===== src/rtl/operand_entry_ctrl_pkg.sv =====
`default_nettype none
// ============================================================================
//  Module      : operand_entry_ctrl_pkg
//  Description : Shared encodings for the calculator operand-entry front end:
//                controller states, display/operand codes, opcodes, button
//                bit positions and the per-digit edit helper.
//  Revision    : 1.0 - initial release
// ============================================================================
package operand_entry_ctrl_pkg;

    // Controller states
    typedef enum logic [2:0] {
        ST_IDLE      = 3'd0,
        ST_ENTER_A   = 3'd1,
        ST_ENTER_B   = 3'd2,
        ST_SELECT_OP = 3'd3,
        ST_ISSUE     = 3'd4,
        ST_WAIT_DONE = 3'd5,
        ST_SHOW      = 3'd6
    } state_t;

    // Single action chosen per cycle after priority resolution
    typedef enum logic [2:0] {
        ACT_NONE   = 3'd0,
        ACT_CENTER = 3'd1,
        ACT_UP     = 3'd2,
        ACT_DOWN   = 3'd3,
        ACT_LEFT   = 3'd4,
        ACT_RIGHT  = 3'd5
    } act_t;

    // display_mode codes
    localparam logic [1:0] MODE_BLANK   = 2'b00;
    localparam logic [1:0] MODE_OPERAND = 2'b01;
    localparam logic [1:0] MODE_RESULT  = 2'b10;

    // chosen_operand codes
    localparam logic [1:0] OPERAND_NONE = 2'b00;
    localparam logic [1:0] OPERAND_A    = 2'b01;
    localparam logic [1:0] OPERAND_B    = 2'b10;

    // Opcodes
    localparam logic [1:0] OP_ADD = 2'd0;
    localparam logic [1:0] OP_SUB = 2'd1;
    localparam logic [1:0] OP_MUL = 2'd2;
    localparam logic [1:0] OP_DIV = 2'd3;

    // Bit positions of the buttons inside the packed button vector
    localparam int BTN_RIGHT  = 0;
    localparam int BTN_LEFT   = 1;
    localparam int BTN_DOWN   = 2;
    localparam int BTN_UP     = 3;
    localparam int BTN_CENTER = 4;
    localparam int BTN_COUNT  = 5;

    // Step one hex digit up or down modulo 16; neighbouring digits untouched
    function automatic logic [15:0] nibble_step(input logic [15:0] value,
                                                input logic [1:0]  idx,
                                                input logic        inc);
        logic [15:0] r_val;
        logic [3:0]  w_nib;
        r_val = value;
        w_nib = value[4*idx +: 4];
        w_nib = inc ? (w_nib + 4'd1) : (w_nib - 4'd1);
        r_val[4*idx +: 4] = w_nib;
        return r_val;
    endfunction

endpackage
`default_nettype wire


===== src/rtl/btn_edge_sync.sv =====
`default_nettype none
// ============================================================================
//  Module      : btn_edge_sync
//  Description : Per-bit 2-flop synchronizer followed by a rising-edge
//                detector; a held input yields a single one-cycle pulse.
//  Revision    : 1.0 - initial release
// ============================================================================
module btn_edge_sync #(
    parameter int WIDTH = 5
) (
    input  logic             clk,
    input  logic             reset,
    input  logic [WIDTH-1:0] i_btn,
    output logic [WIDTH-1:0] o_pulse
);

    logic [WIDTH-1:0] r_sync1;
    logic [WIDTH-1:0] r_sync2;
    logic [WIDTH-1:0] r_prev;

    // Synchronize the raw buttons and keep the previous synchronized value
    always_ff @(posedge clk or negedge reset) begin
        if (!reset) begin
            r_sync1 <= '0;
            r_sync2 <= '0;
            r_prev  <= '0;
        end else begin
            r_sync1 <= i_btn;
            r_sync2 <= r_sync1;
            r_prev  <= r_sync2;
        end
    end

    assign o_pulse = r_sync2 & ~r_prev;

endmodule
`default_nettype wire


===== src/rtl/operand_entry_ctrl.sv =====
`default_nettype none
// ============================================================================
//  Module      : operand_entry_ctrl
//  Description : Push-button hex entry of two 16-bit operands and an opcode,
//                ALU valid/ready + done handshake with timeout, and result
//                latching for the 7-segment display stage.
//  Revision    : 1.0 - initial release
// ============================================================================
module operand_entry_ctrl
    import operand_entry_ctrl_pkg::*;
#(
    parameter int          OP_COUNT       = 4,
    parameter int          TIMEOUT_CYCLES = 1024,
    parameter logic [15:0] ERR_PATTERN    = 16'hEEEE
) (
    input  logic        clk,
    input  logic        reset,
    input  logic        btn_up,
    input  logic        btn_down,
    input  logic        btn_left,
    input  logic        btn_right,
    input  logic        btn_center,
    input  logic        alu_ready,
    input  logic        alu_done,
    input  logic [15:0] alu_result,
    output logic        alu_valid,
    output logic [1:0]  op_code,
    output logic [1:0]  display_mode,
    output logic [1:0]  chosen_operand,
    output logic [15:0] operandA,
    output logic [15:0] operandB,
    output logic [15:0] result,
    output logic [1:0]  cursor,
    output logic        error
);

    localparam logic [9:0] c_TIMEOUT_LAST = 10'(TIMEOUT_CYCLES - 1);
    localparam logic [1:0] c_OP_LAST      = 2'(OP_COUNT - 1);

    logic [BTN_COUNT-1:0] w_btn_raw;
    logic [BTN_COUNT-1:0] w_press;
    act_t                 w_act;

    state_t      r_state;
    logic        r_alu_valid;
    logic [1:0]  r_op_code;
    logic [1:0]  r_display_mode;
    logic [1:0]  r_chosen;
    logic [15:0] r_operand_a;
    logic [15:0] r_operand_b;
    logic [15:0] r_result;
    logic [1:0]  r_cursor;
    logic        r_error;
    logic [9:0]  r_timeout_cnt;

    assign w_btn_raw[BTN_RIGHT]  = btn_right;
    assign w_btn_raw[BTN_LEFT]   = btn_left;
    assign w_btn_raw[BTN_DOWN]   = btn_down;
    assign w_btn_raw[BTN_UP]     = btn_up;
    assign w_btn_raw[BTN_CENTER] = btn_center;

    btn_edge_sync #(
        .WIDTH (BTN_COUNT)
    ) u_btn_edge_sync (
        .clk     (clk),
        .reset   (reset),
        .i_btn   (w_btn_raw),
        .o_pulse (w_press)
    );

    // Resolve simultaneous presses to a single action: center > up > down > left > right
    always_comb begin
        w_act = ACT_NONE;
        if (w_press[BTN_CENTER])     w_act = ACT_CENTER;
        else if (w_press[BTN_UP])    w_act = ACT_UP;
        else if (w_press[BTN_DOWN])  w_act = ACT_DOWN;
        else if (w_press[BTN_LEFT])  w_act = ACT_LEFT;
        else if (w_press[BTN_RIGHT]) w_act = ACT_RIGHT;
    end

    // Entry/handshake state machine; every output is a register updated here
    always_ff @(posedge clk or negedge reset) begin
        if (!reset) begin
            r_state        <= ST_IDLE;
            r_alu_valid    <= 1'b0;
            r_op_code      <= OP_ADD;
            r_display_mode <= MODE_BLANK;
            r_chosen       <= OPERAND_NONE;
            r_operand_a    <= '0;
            r_operand_b    <= '0;
            r_result       <= '0;
            r_cursor       <= '0;
            r_error        <= 1'b0;
            r_timeout_cnt  <= '0;
        end else begin
            case (r_state)
                ST_IDLE: begin
                    if (w_act == ACT_CENTER) begin
                        r_state        <= ST_ENTER_A;
                        r_display_mode <= MODE_OPERAND;
                        r_chosen       <= OPERAND_A;
                        r_cursor       <= '0;
                    end
                end

                ST_ENTER_A, ST_ENTER_B: begin
                    case (w_act)
                        ACT_CENTER: begin
                            if (r_state == ST_ENTER_A) begin
                                r_state  <= ST_ENTER_B;
                                r_chosen <= OPERAND_B;
                                r_cursor <= '0;
                            end else begin
                                r_state        <= ST_SELECT_OP;
                                r_display_mode <= MODE_BLANK;
                                r_chosen       <= OPERAND_NONE;
                            end
                        end
                        ACT_UP, ACT_DOWN: begin
                            if (r_state == ST_ENTER_A)
                                r_operand_a <= nibble_step(r_operand_a, r_cursor, w_act == ACT_UP);
                            else
                                r_operand_b <= nibble_step(r_operand_b, r_cursor, w_act == ACT_UP);
                        end
                        ACT_LEFT:  r_cursor <= r_cursor + 2'd1;
                        ACT_RIGHT: r_cursor <= r_cursor - 2'd1;
                        default: ;
                    endcase
                end

                ST_SELECT_OP: begin
                    case (w_act)
                        ACT_CENTER: begin
                            r_state     <= ST_ISSUE;
                            r_alu_valid <= 1'b1;
                        end
                        ACT_UP:   r_op_code <= (r_op_code == c_OP_LAST) ? 2'd0 : r_op_code + 2'd1;
                        ACT_DOWN: r_op_code <= (r_op_code == 2'd0) ? c_OP_LAST : r_op_code - 2'd1;
                        default: ;
                    endcase
                end

                ST_ISSUE: begin
                    // Request held until the ALU accepts it; done here is ignored
                    if (alu_ready) begin
                        r_state       <= ST_WAIT_DONE;
                        r_alu_valid   <= 1'b0;
                        r_timeout_cnt <= '0;
                    end
                end

                ST_WAIT_DONE: begin
                    // Done takes precedence over a coincident timeout
                    if (alu_done) begin
                        r_state        <= ST_SHOW;
                        r_result       <= alu_result;
                        r_error        <= 1'b0;
                        r_display_mode <= MODE_RESULT;
                    end else if (r_timeout_cnt == c_TIMEOUT_LAST) begin
                        r_state        <= ST_SHOW;
                        r_result       <= ERR_PATTERN;
                        r_error        <= 1'b1;
                        r_display_mode <= MODE_RESULT;
                    end else if (r_timeout_cnt != '1) begin
                        r_timeout_cnt <= r_timeout_cnt + 10'd1;
                    end
                end

                ST_SHOW: begin
                    if (w_act == ACT_CENTER) begin
                        r_state        <= ST_ENTER_A;
                        r_display_mode <= MODE_OPERAND;
                        r_chosen       <= OPERAND_A;
                        r_cursor       <= '0;
                    end
                end

                default: r_state <= ST_IDLE;
            endcase
        end
    end

    assign alu_valid      = r_alu_valid;
    assign op_code        = r_op_code;
    assign display_mode   = r_display_mode;
    assign chosen_operand = r_chosen;
    assign operandA       = r_operand_a;
    assign operandB       = r_operand_b;
    assign result         = r_result;
    assign cursor         = r_cursor;
    assign error          = r_error;

endmodule
`default_nettype wire


===== config.mk =====
export PLATFORM = sky130hd
export DESIGN_NAME = operand_entry_ctrl
export DESIGN_NICKNAME = d
export VERILOG_FILES = /design/src/rtl/operand_entry_ctrl_pkg.sv /design/src/rtl/btn_edge_sync.sv /design/src/rtl/operand_entry_ctrl.sv
export SDC_FILE = /design/constraint.sdc
export NUM_CORES = 1
export LEC_CHECK = 0
export ABC_CLOCK_PERIOD_IN_PS = 5060
export BUFFER_PORTS_ARGS = -buffer_cell sky130_fd_sc_hd__buf_2
export CORE_UTILIZATION = 61
export CTS_BUF_LIST = sky130_fd_sc_hd__clkbuf_2 sky130_fd_sc_hd__clkbuf_4 sky130_fd_sc_hd__clkbuf_8
export DETAILED_ROUTE_END_ITERATION = 10
export PLACE_DENSITY = 0.95
export SLEW_MARGIN = 20
export SYNTH_ARGS = -nofsm -noshare
export SYNTH_HDL_FRONTEND = slang
export SYNTH_SLANG_ARGS = --single-unit

===== constraint.sdc =====
create_clock -name clk -period 5.06 [get_ports clk]
set_input_delay 0.253 -clock clk [delete_from_list [all_inputs] [get_ports clk]]
set_output_delay 0.253 -clock clk [all_outputs]
set_load 0.1 [all_outputs]

Word level (Yosys, flattened, before mapping)
Cells that the tools add are included.
- register bits: 86
- bits of input ports: 25
- logic and storage cells: 123
- add/subtract/negate cells: 10
- eq/ne operators: 25
- shift-type cells: 5
- multiplexer cells: 45
- bitwise operators: 3
- reductions and logical operators: 21
- operators by type and width (cell ; count):
    variable part select 4 x 34 -> 16 bit ; 2
    two-way mux 10 bit ; 4
    negation 4 -> 34 bit ; 1
    variable shift 4 x 34 -> 16 bit (first input constant) ; 1
    two-way mux 3 bit ; 11
    bitwise mux 16 bit ; 2
    two-way mux 16 bit ; 2
    variable part select 16 x 5 -> 4 bit ; 2
    two-way mux 2 bit ; 11
    case mux 10 bit (2 select lines) ; 1
    equality test 3 bit (second input constant) ; 5
    case mux 3 bit (5 select lines) ; 1
    AND reduction 5 bit ; 3
    != test 2 bit (second input constant) ; 7
    equality test 3 x 2 -> 1 bit (second input constant) ; 4
    case mux 2 bit (2 select lines) ; 3
    case mux 2 bit (3 select lines) ; 2
    AND reduction 3 bit ; 4
    adder 10 x 1 -> 10 bit (second input constant) ; 1
    equality test 10 bit (second input constant) ; 1
    != test 10 bit (second input constant) ; 1
    nonzero test 2 bit ; 5
    adder 4 x 1 -> 4 bit (second input constant) ; 2
    two-way mux 4 bit ; 2
    other kinds (19) ; 31

Logic depth before layout (Yosys ltp)
Gate-level depths: netlist of run 1.
- depth in word-level cells: 11
- gate-level depth with buffers: 9

By module
A second synthesis of run 1 with hierarchy kept.
- cell total of the unflattened synthesis: 361
- area total of the unflattened synthesis: 4129.0 um^2
- modules (own cells, without submodules) (module ; instances ; cells an instance ; area an instance (um^2)):
    operand_entry_ctrl ; 1 ; 341 ; 3684.8
    btn_edge_sync ; 1 ; 20 ; 444.2

Worst setup path after synthesis of run 1
No wires, ideal clock.
- path kind: flip-flop to flip-flop
- start: register r_cursor[0] (netlist: cursor[0])
- end: register r_operand_b[3] (netlist: operandB[3])
- library setup time: 0.096 ns
- arrival time: 3.058 ns
- data required time: 4.964 ns
- setup slack: 1.906 ns
- cell stages (with the launch flop): 10
- path buffers: 2
- cells stage by stage: dfrtp_1 > buf_6 > buf_2 > mux4_2 > ha_1 > nand2_1 > or3_1 > o311ai_1 > xnor2_1 > o31ai_1
- longest elaborated chain between the ends: 5
- ends and longest elaborated chain (what ; RTL line ; text):
    start, declared ; operand_entry_ctrl.sv:52 ; logic [1:0] r_cursor;
    start signal, assigned ; operand_entry_ctrl.sv:125 ; ACT_LEFT: r_cursor <= r_cursor + 2'd1;
    start signal, assigned ; operand_entry_ctrl.sv:126 ; ACT_RIGHT: r_cursor <= r_cursor - 2'd1;
    variable part select 16 x 5 -> 4 bit ; operand_entry_ctrl_pkg.sv:63 ; w_nib = value[4*idx +: 4];
    subtractor 4 x 1 -> 4 bit / adder 4 x 1 -> 4 bit (equally long branches) ; operand_entry_ctrl_pkg.sv:64 ; w_nib = inc ? (w_nib + 4'd1) : (w_nib - 4'd1);
    two-way mux 4 bit ; operand_entry_ctrl_pkg.sv:64 ;
    variable part select 4 x 34 -> 16 bit ; operand_entry_ctrl_pkg.sv:65 ; r_val[4*idx +: 4] = w_nib;
    bitwise mux 16 bit * ; operand_entry_ctrl_pkg.sv:65 ;
    end signal, assigned ; operand_entry_ctrl.sv:123 ; r_operand_b <= nibble_step(r_operand_b, r_cursor, w_act == ACT_UP);
    end, declared ; operand_entry_ctrl.sv:50 ; logic [15:0] r_operand_b;
Every way passes the cells marked *; elsewhere a longest branch is shown, timed or not.
A chain may end at the register's enable or synchronous reset.

Final worst setup path of run 1
- start: register r_cursor[0] (netlist: cursor[0])
- end: register r_operand_b[7] (netlist: operandB[7])
The elaborated chain is that of the path after synthesis.

==> results of run 1 <==
[synthesized netlist by cell type (all sizes together)]
master    n  area (sq um)
dfrtp    86          2152
nand2    50         187.7
o31ai    32         240.2
o21ai    16         80.07
nand3    13         65.06
xnor2    13         121.4
ha       12         150.1
inv      12         45.04
nor2     12         45.04
o22a     12         105.1
nor2b     9         56.30
nand2b    8         50.05
a21oi     7         35.03
buf       7         52.54
clkbuf    7         26.28
nor3      7         35.03
a22o      6         52.55
mux4      6         138.9
mux2i     5         50.05
or3       5         31.28
nand4     4         25.02
nor4      4         25.02
a2111oi   3         26.28
and3      3         18.77
a211oi    2         20.02
a21o      2         15.01
a41oi     2         17.52
and2b     2         15.01
fa        2         40.04
o211ai    2         15.01
o21a      2         15.01
xor2      2         17.52
a21bo     1         10.01
a221o     1         10.01
a31o      1         8.760
a31oi     1         6.260
a32oi     1         8.760
and4      1         8.760
mux2      1         11.26
nand3b    1         7.510
nor3b     1         7.510
o311ai    1         8.760
[logic make-up after synthesis]
group | after synthesis | share of synthesized area [%]
mux | 12 | 4.934
flops | 86 | 53.04
fa+ha+maj | 14 | 4.687
xor+xnor | 15 | 3.423
compound gates | 92 | 16.62
simple gates | 120 | 14.25
buf+inv | 26 | 3.053
[worst max path at each step]
stage / end / slack [ns] / depth (start not counted)
final: operandB[7] / 2.16 / 7
after floorplan: operandB[3] / 1.91 / 9
after global placement: operandB[3] / 2.39 / 7
after detailed placement: operandB[7] / 2.25 / 7
after CTS: operandB[7] / 2.21 / 7
after global routing: operandB[7] / 2.02 / 7
[worst max-delay path: cells and delay by family, from the launching register on]
family,cells,cell delay (ns)
adder cells (fa/ha/maj),1,0.31
AND/OR/NAND/NOR,2,0.44
AO/OA/AOI/OAI,2,0.41
multiplexers,1,0.63
XOR/XNOR,1,0.20
flip-flops,1,0.83
[sequential cells by signal, summed over array words and instances, names as in the netlist, 2 cells and up]
register / cells
chosen_operand: 2
cursor: 2
display_mode: 2
op_code: 2
operandA: 16
operandB: 16
r_state: 3
r_timeout_cnt: 10
result: 16
u_btn_edge_sync.r_prev: 5
u_btn_edge_sync.r_sync1: 5
u_btn_edge_sync.r_sync2: 5
[cell type report]
class                   count  area (sq um)  area share [%]
repair buffers             88         474.2           9.945
well taps                  77         96.34           2.020
clock buffers              13         178.9           3.752
flip-flops and latches     86          2152           45.13
clock inverters             3         40.04          0.8397
inverters                  12         45.04          0.9446
multi-input cells         253          1782           37.37
[what timing repair did]
item                      4_1_cts  5_1_grt
hold buffers                    5        0
hold endpoints to repair        5        0
resized for setup               0        0
[per-stage QoR]
stage	total power [mW]	area, sq um	hold WS, ns
2_1_floorplan	2.514	4058	-0.04259
3_3_place_gp	2.771	4496	0.3317
3_5_place_dp	2.832	4496	0.3347
4_1_cts	3.358	4765	0.09607
5_1_grt	3.500	4768	0.007564
6_report	3.363	4768	-0.06169
[layer usage]
metal	vias to the layer above	routed length, um
met5	-	0
met3	26	681
met1	1635	3797
met2	183	4698
met4	0	212
li1	1503	-
[where the power goes]
part | switching [mW] | internal (mW)
sequential | 0.183 | 0.842
clock | 0.233 | 0.280
combinational | 1.44 | 0.384
==> flow_summary.toml, run 1 <==
[status]
run_status = "complete, but fails checks"
violations = "hold timing"

[setup_path]
crit_path_top_delay_cell = "dfrtp_1"
critical_path_required_ns = 5.32
cp.arrival_ns = 3.16
max_stage_delay_ns = 0.83
path_cells = "mux4_2 > ha_1 > nand2_1 > or3_1 > o311ai_1 > xnor2_1 > o31ai_1"
timing.rr.start = "cursor[0]"
rrSetupSlack_ns = 2.16
cp_max_fo = 18
r2r_cells = 7
cp-end-kind = "flop"
rr_endpoint = "operandB[7]"
critPathLaunch = "cursor[0]"
cp-start-kind = "flop"
crit_type = "reg -> reg"

[routing]
drt_iter0_markers = 377
via_per_inst = 6.291
drt-total-wl_mm = 9.390
wl_per_cell_um = 17.65
route.detailed.drc = 0
first_pass_iters = 7
vias = 3347
ant_nets = 0

[clock_tree]
clk_latency_ns = 0.36
path_clk_slew_ns = 0.08
h-tree-depth = 3
cts_buffers = 9
cts.sinks = 86
cts_tree = "yes"
cts_root_buf = "clkbuf_8"
clk_path_buf_depth = 2
postCtsSetupRepairBufs = 0

[sta]
final_hold_viol_count = 86
final.setup.tns_ns = 0
setup_viol_count_final = 0
layout_setup_ws_ns = 2.161
fmax_mhz = 344.9
tightest_slew_ns = 0.7508
drv_slew = 0
rsz0062_at_grt = "no"
slew_headroom_pct = 49.94
worst_clock_skew_ns = 0.01002
period_needed_ns = 2.899
period_share_pct = 57.29
whs_ns = -0.06169

[place]
dp.cells = 511
post-place-ws_ns = 2.245
gp_congestion = 0.8956
port_buffers = 82
dp_hpwl_mm = 6.399

[global_route]
grtUsageMet1_pct = 38.40
antenna_found_initial = 0
track_usage_pct = 28.16
busiest_layer = "met2"
gr-usage-met3_pct = 6.231
use_met2_pct = 43.90
grt_pass1_wl_mm = 15.41
grt_pass1_vias = 3163
overflow = 0
grt_max_degree = 87

[pwr]
peakVddDrop_v = 0.0004595
leakagePower_nw = 2.207
p_per_area_nw_per_um2 = 705.4

[synthesis]
yosysSeqAreaShare_pct = 53.04
syn_area_sq_um = 4058
synth_cell_types = 48
synth_nets = 404
synthCells = 365
syn_area_per_cell_sq_um = 11.12
yosys_warnings = 0
ys_ff_latch = 86

[cells_and_area]
diodes = 0
fill_cells = 398
final_cell_mix = "dfrtp_1, buf_2, nand2_1"
stdcell_count = 532
areaGrowthSynthToFinish_pct = 17.51
postLayoutCoreUtil_pct = 74.67
mostFrequentLayoutCell = "dfrtp_1"
drive_above_1_share_pct = 23.96
nets = 489

[floorplanning]
core_area_sq_um = 6386
start_util_pct = 63.54
io_pins = 83
dieArea_sq_um = 6982
die_height_um = 83.56
die_x_um = 83.56
num_rows = 29

[job]
cap_viol_max_count = 0

[hold_path]
hold_path_class = "in -> async"
Note: power is estimated with default switching activity, not from simulation.
==> inputs of run 2 (changes only) <==
--- a/config.mk
+++ b/config.mk
@@ -5,9 +5,10 @@
 export SDC_FILE = /design/constraint.sdc
 export NUM_CORES = 1
 export LEC_CHECK = 0
-export ABC_CLOCK_PERIOD_IN_PS = 5060
+export ABC_AREA = 1
+export ABC_CLOCK_PERIOD_IN_PS = 2800
 export BUFFER_PORTS_ARGS = -buffer_cell sky130_fd_sc_hd__buf_2
-export CORE_UTILIZATION = 61
+export CORE_UTILIZATION = 58
 export CTS_BUF_LIST = sky130_fd_sc_hd__clkbuf_2 sky130_fd_sc_hd__clkbuf_4 sky130_fd_sc_hd__clkbuf_8
 export DETAILED_ROUTE_END_ITERATION = 10
 export PLACE_DENSITY = 0.95
==> constraint.sdc (replaced) <==
create_clock -name clk -period 2.8 [get_ports clk]
set_input_delay 0.14 -clock clk [delete_from_list [all_inputs] [get_ports clk]]
set_output_delay 0.14 -clock clk [all_outputs]
set_load 0.1 [all_outputs]
==> run 2 against run 1 <==
  * The run now ends clean
  * Synthesized cell count up 44%
  * Worst hold slack better by 0.079 ns
  * Via count up 19%
  * Power up 98%
  * Non-clock buffer count up 8
  * Combinational power up 120%
  * Register-to-register slack worse by 1.7 ns
  * Count of clock-buffer cells in the layout down 4
  * Routed wire length up 11%
  * Sequential power up 67%
  * Critical path type unchanged
  * Die area up 13%
==> flow_summary.toml, run 2 <==
[pwr]
combPwrFrac_pct = 60.3
switching_share_pct = 57.69
leakagePower_nw = 2.694
p_sw_mw = 3.841
p_int_mw = 2.817
peakVddDrop_v = 0.0009447
seqPwrFrac_pct = 25.6
p_per_area_nw_per_um2 = 1282
pwr-share-clk_pct = 14.1

[setup_path]
critical_path_required_ns = 3.09
timing.rr.start = "u_btn_edge_sync.r_sync2[4]"
critPathLaunch = "u_btn_edge_sync.r_sync2[4]"
cp-end-kind = "flop"
cp.arrival_ns = 2.63
cp-start-kind = "flop"
crit_type = "reg -> reg"
cp_max_fo = 10

[synthesis]
yosys_warnings = 0
yosysMostFrequentCell = "nand2_1"
ys_top_cells_by_count = "nand2_1, dfrtp_1, inv_1"
synthFlopType = "dfrtp_1"
yosysSeqAreaShare_pct = 49.11
synthCells = 525
netlist.area_leader.share_pct = 49.11
async_reset_ff_share_pct = 100.0
syn_area_sq_um = 4382
syn_area_per_cell_sq_um = 8.346
ys_ff_latch = 86
synthTopCellsByArea = "dfrtp_1, nand2_1, inv_1"
synth_nets = 564
yosysTopAreaCell = "dfrtp_1"
synth_edf_count = 0
synth_cell_types = 33

[routing]
drt-total-wl_mm = 10.45
first_pass_iters = 5
ant_nets = 0
via_per_inst = 5.468
vias = 3970
wl_per_cell_um = 14.39
drt_iter0_markers = 359
route.detailed.drc = 0

[place]
post-place-ws_ns = 0.5403
port_buffers = 82
gp_congestion = 0.9976
dp_hpwl_mm = 7.463

[floorplanning]
num_rows = 31
die_x_um = 88.92
start_util_pct = 60.09
die_height_um = 88.92
io_pins = 83
dieArea_sq_um = 7906
core_area_sq_um = 7292

[cells_and_area]
final_cell_mix = "nand2_1, dfrtp_1, buf_2"
mostFrequentLayoutCell = "nand2_1"
drive_above_1_share_pct = 23.29
multiInputGateArea_sq_um = 1896
seqCellArea_sq_um = 2152
fill_cells = 564
areaGrowthSynthToFinish_pct = 18.50
diodes = 0
nets = 661

[sta]
rsz0062_at_grt = "no"
period_needed_ns = 2.338
drv_slew = 0
final.setup.tns_ns = 0
final_hold_viol_count = 0
slew_headroom_pct = 38.23
period_share_pct = 83.49
layout_setup_ws_ns = 0.4623
setup_viol_count_final = 0
fmax_mhz = 427.8
worst_clock_skew_ns = 0.009706
tightest_slew_ns = 0.9204

[clock_tree]
path_clk_slew_ns = 0.10
h-tree-depth = 3
cts_buffers = 9
postCtsSetupRepairBufs = 0
cts.sinks = 86
clk_path_buf_depth = 2
clk_latency_ns = 0.36
cts_tree = "yes"
cts_root_buf = "clkbuf_8"

[status]
run_status = "finished, final reports clean"

[global_route]
antenna_found_initial = 0
grt_pass1_wl_mm = 17.56
grt_pass1_vias = 3961
track_usage_pct = 29.22
overflow = 0
grt_max_degree = 87

[job]
cap_viol_max_count = 0

[hold_path]
hp-start = "alu_result[10]"
hold_path_class = "in -> reg"
[run 2: cell types whose count changed in the layout (fill, tap and decap cells not counted), moves of 9 or more]
cell / change
nor2b_1: -9
nand3_1: +25
nor2_2: +18
o31ai_1: -29
nor2_1: +20
nand2_1: +87
xnor2_1: -9
o21ai_1: +12
inv_1: +47
o22a_1: -12
o21ai_0: +16
a21oi_1: +14
o22ai_1: +9
a21oi_2: +10
[run 2: cell type report]
cell class	instances	area share [%]
repair buffers	96	10.48
flip-flops and latches	86	41.45
well taps	99	2.386
clock buffers	9	2.386
clock inverters	7	1.687
multi-input cells	359	36.51
inverters	70	5.108
[run 2: worst max-delay path, stage by stage (launching register included)]
cell	delay, ns
dfrtp_1	0.38
inv_1	0.07
o21ai_1	0.72
ha_1	0.40
nand2_1	0.07
inv_1	0.04
nand3_1	0.07
nand2_1	0.08
inv_1	0.07
nand2_1	0.05
nand2_1	0.11
nand4_1	0.12
nand2_1	0.10
[run 2: path summary, 6_finish.rpt]
check,endpoint,cells past startpoint,slack (ns)
hold / removal,result[10],3,0.02
min in group asynchronous,r_state[0],2,0.41
setup / recovery,operandB[15],12,0.46
setup reg to reg,operandB[15],12,0.46
hold reg to reg,u_btn_edge_sync.r_sync2[2],0,0.36
max in group asynchronous,operandA[4],2,1.89
[run 2: logic make-up (layout without fill, tap and decap cells)]
logic type	count (synthesis)	in the layout	share of synthesized area, %
and+or+nand+nor	243	243	24.73
buffers and inverters	80	182	7.624
DFF	86	86	49.11
xor gates and xnor gates	10	10	1.999
adders and majority gates	14	14	4.340
AOI/OAI and AO/OA	92	92	12.19
[run 2: metrics by stage]
stage / cell area (sq um) / util (%) / hold WS [ns] / power [mW] / cells
CTS: 5169 / 70.88 / 0.002006 / 6.611 / 724
global route: 5192 / 71.21 / 0.005539 / 7.057 / 726
global placement: 4887 / 67.02 / 0.2489 / 5.584 / 701
floorplan: 4382 / - / -0.1556 / 4.931 / 525
finish: 5192 / 71.21 / 0.01701 / 6.657 / 726
detailed placement: 4887 / 67.02 / 0.2510 / 5.663 / 701
[run 2: power by group through the flow]
stage / clock network, mW / registers [mW] / logic [mW]
2_1_floorplan: 0 / 3.26 / 1.67
3_3_place_gp: 0 / 1.70 / 3.88
3_5_place_dp: 0 / 1.71 / 3.95
4_1_cts: 0.941 / 1.69 / 3.98
5_1_grt: 0.990 / 1.74 / 4.33
6_report: 0.938 / 1.70 / 4.02
[run 2: timing repair]
item,in CTS,in global routing
hold endpoints to repair,7,87
gates resized for setup,0,0
hold buffers,7,2
[run 2: routing by layer]
metal  wire, um  global-route usage [%]  part of all wire (%)  vias up
met2       5120                   48.88                    49      198
li1           -                       -                     -     1884
met4        331                   16.28                   3.2        0
met1       4374                   36.40                    42     1852
met5          0                       0                     0        -
met3        619                   4.709                   5.9       36
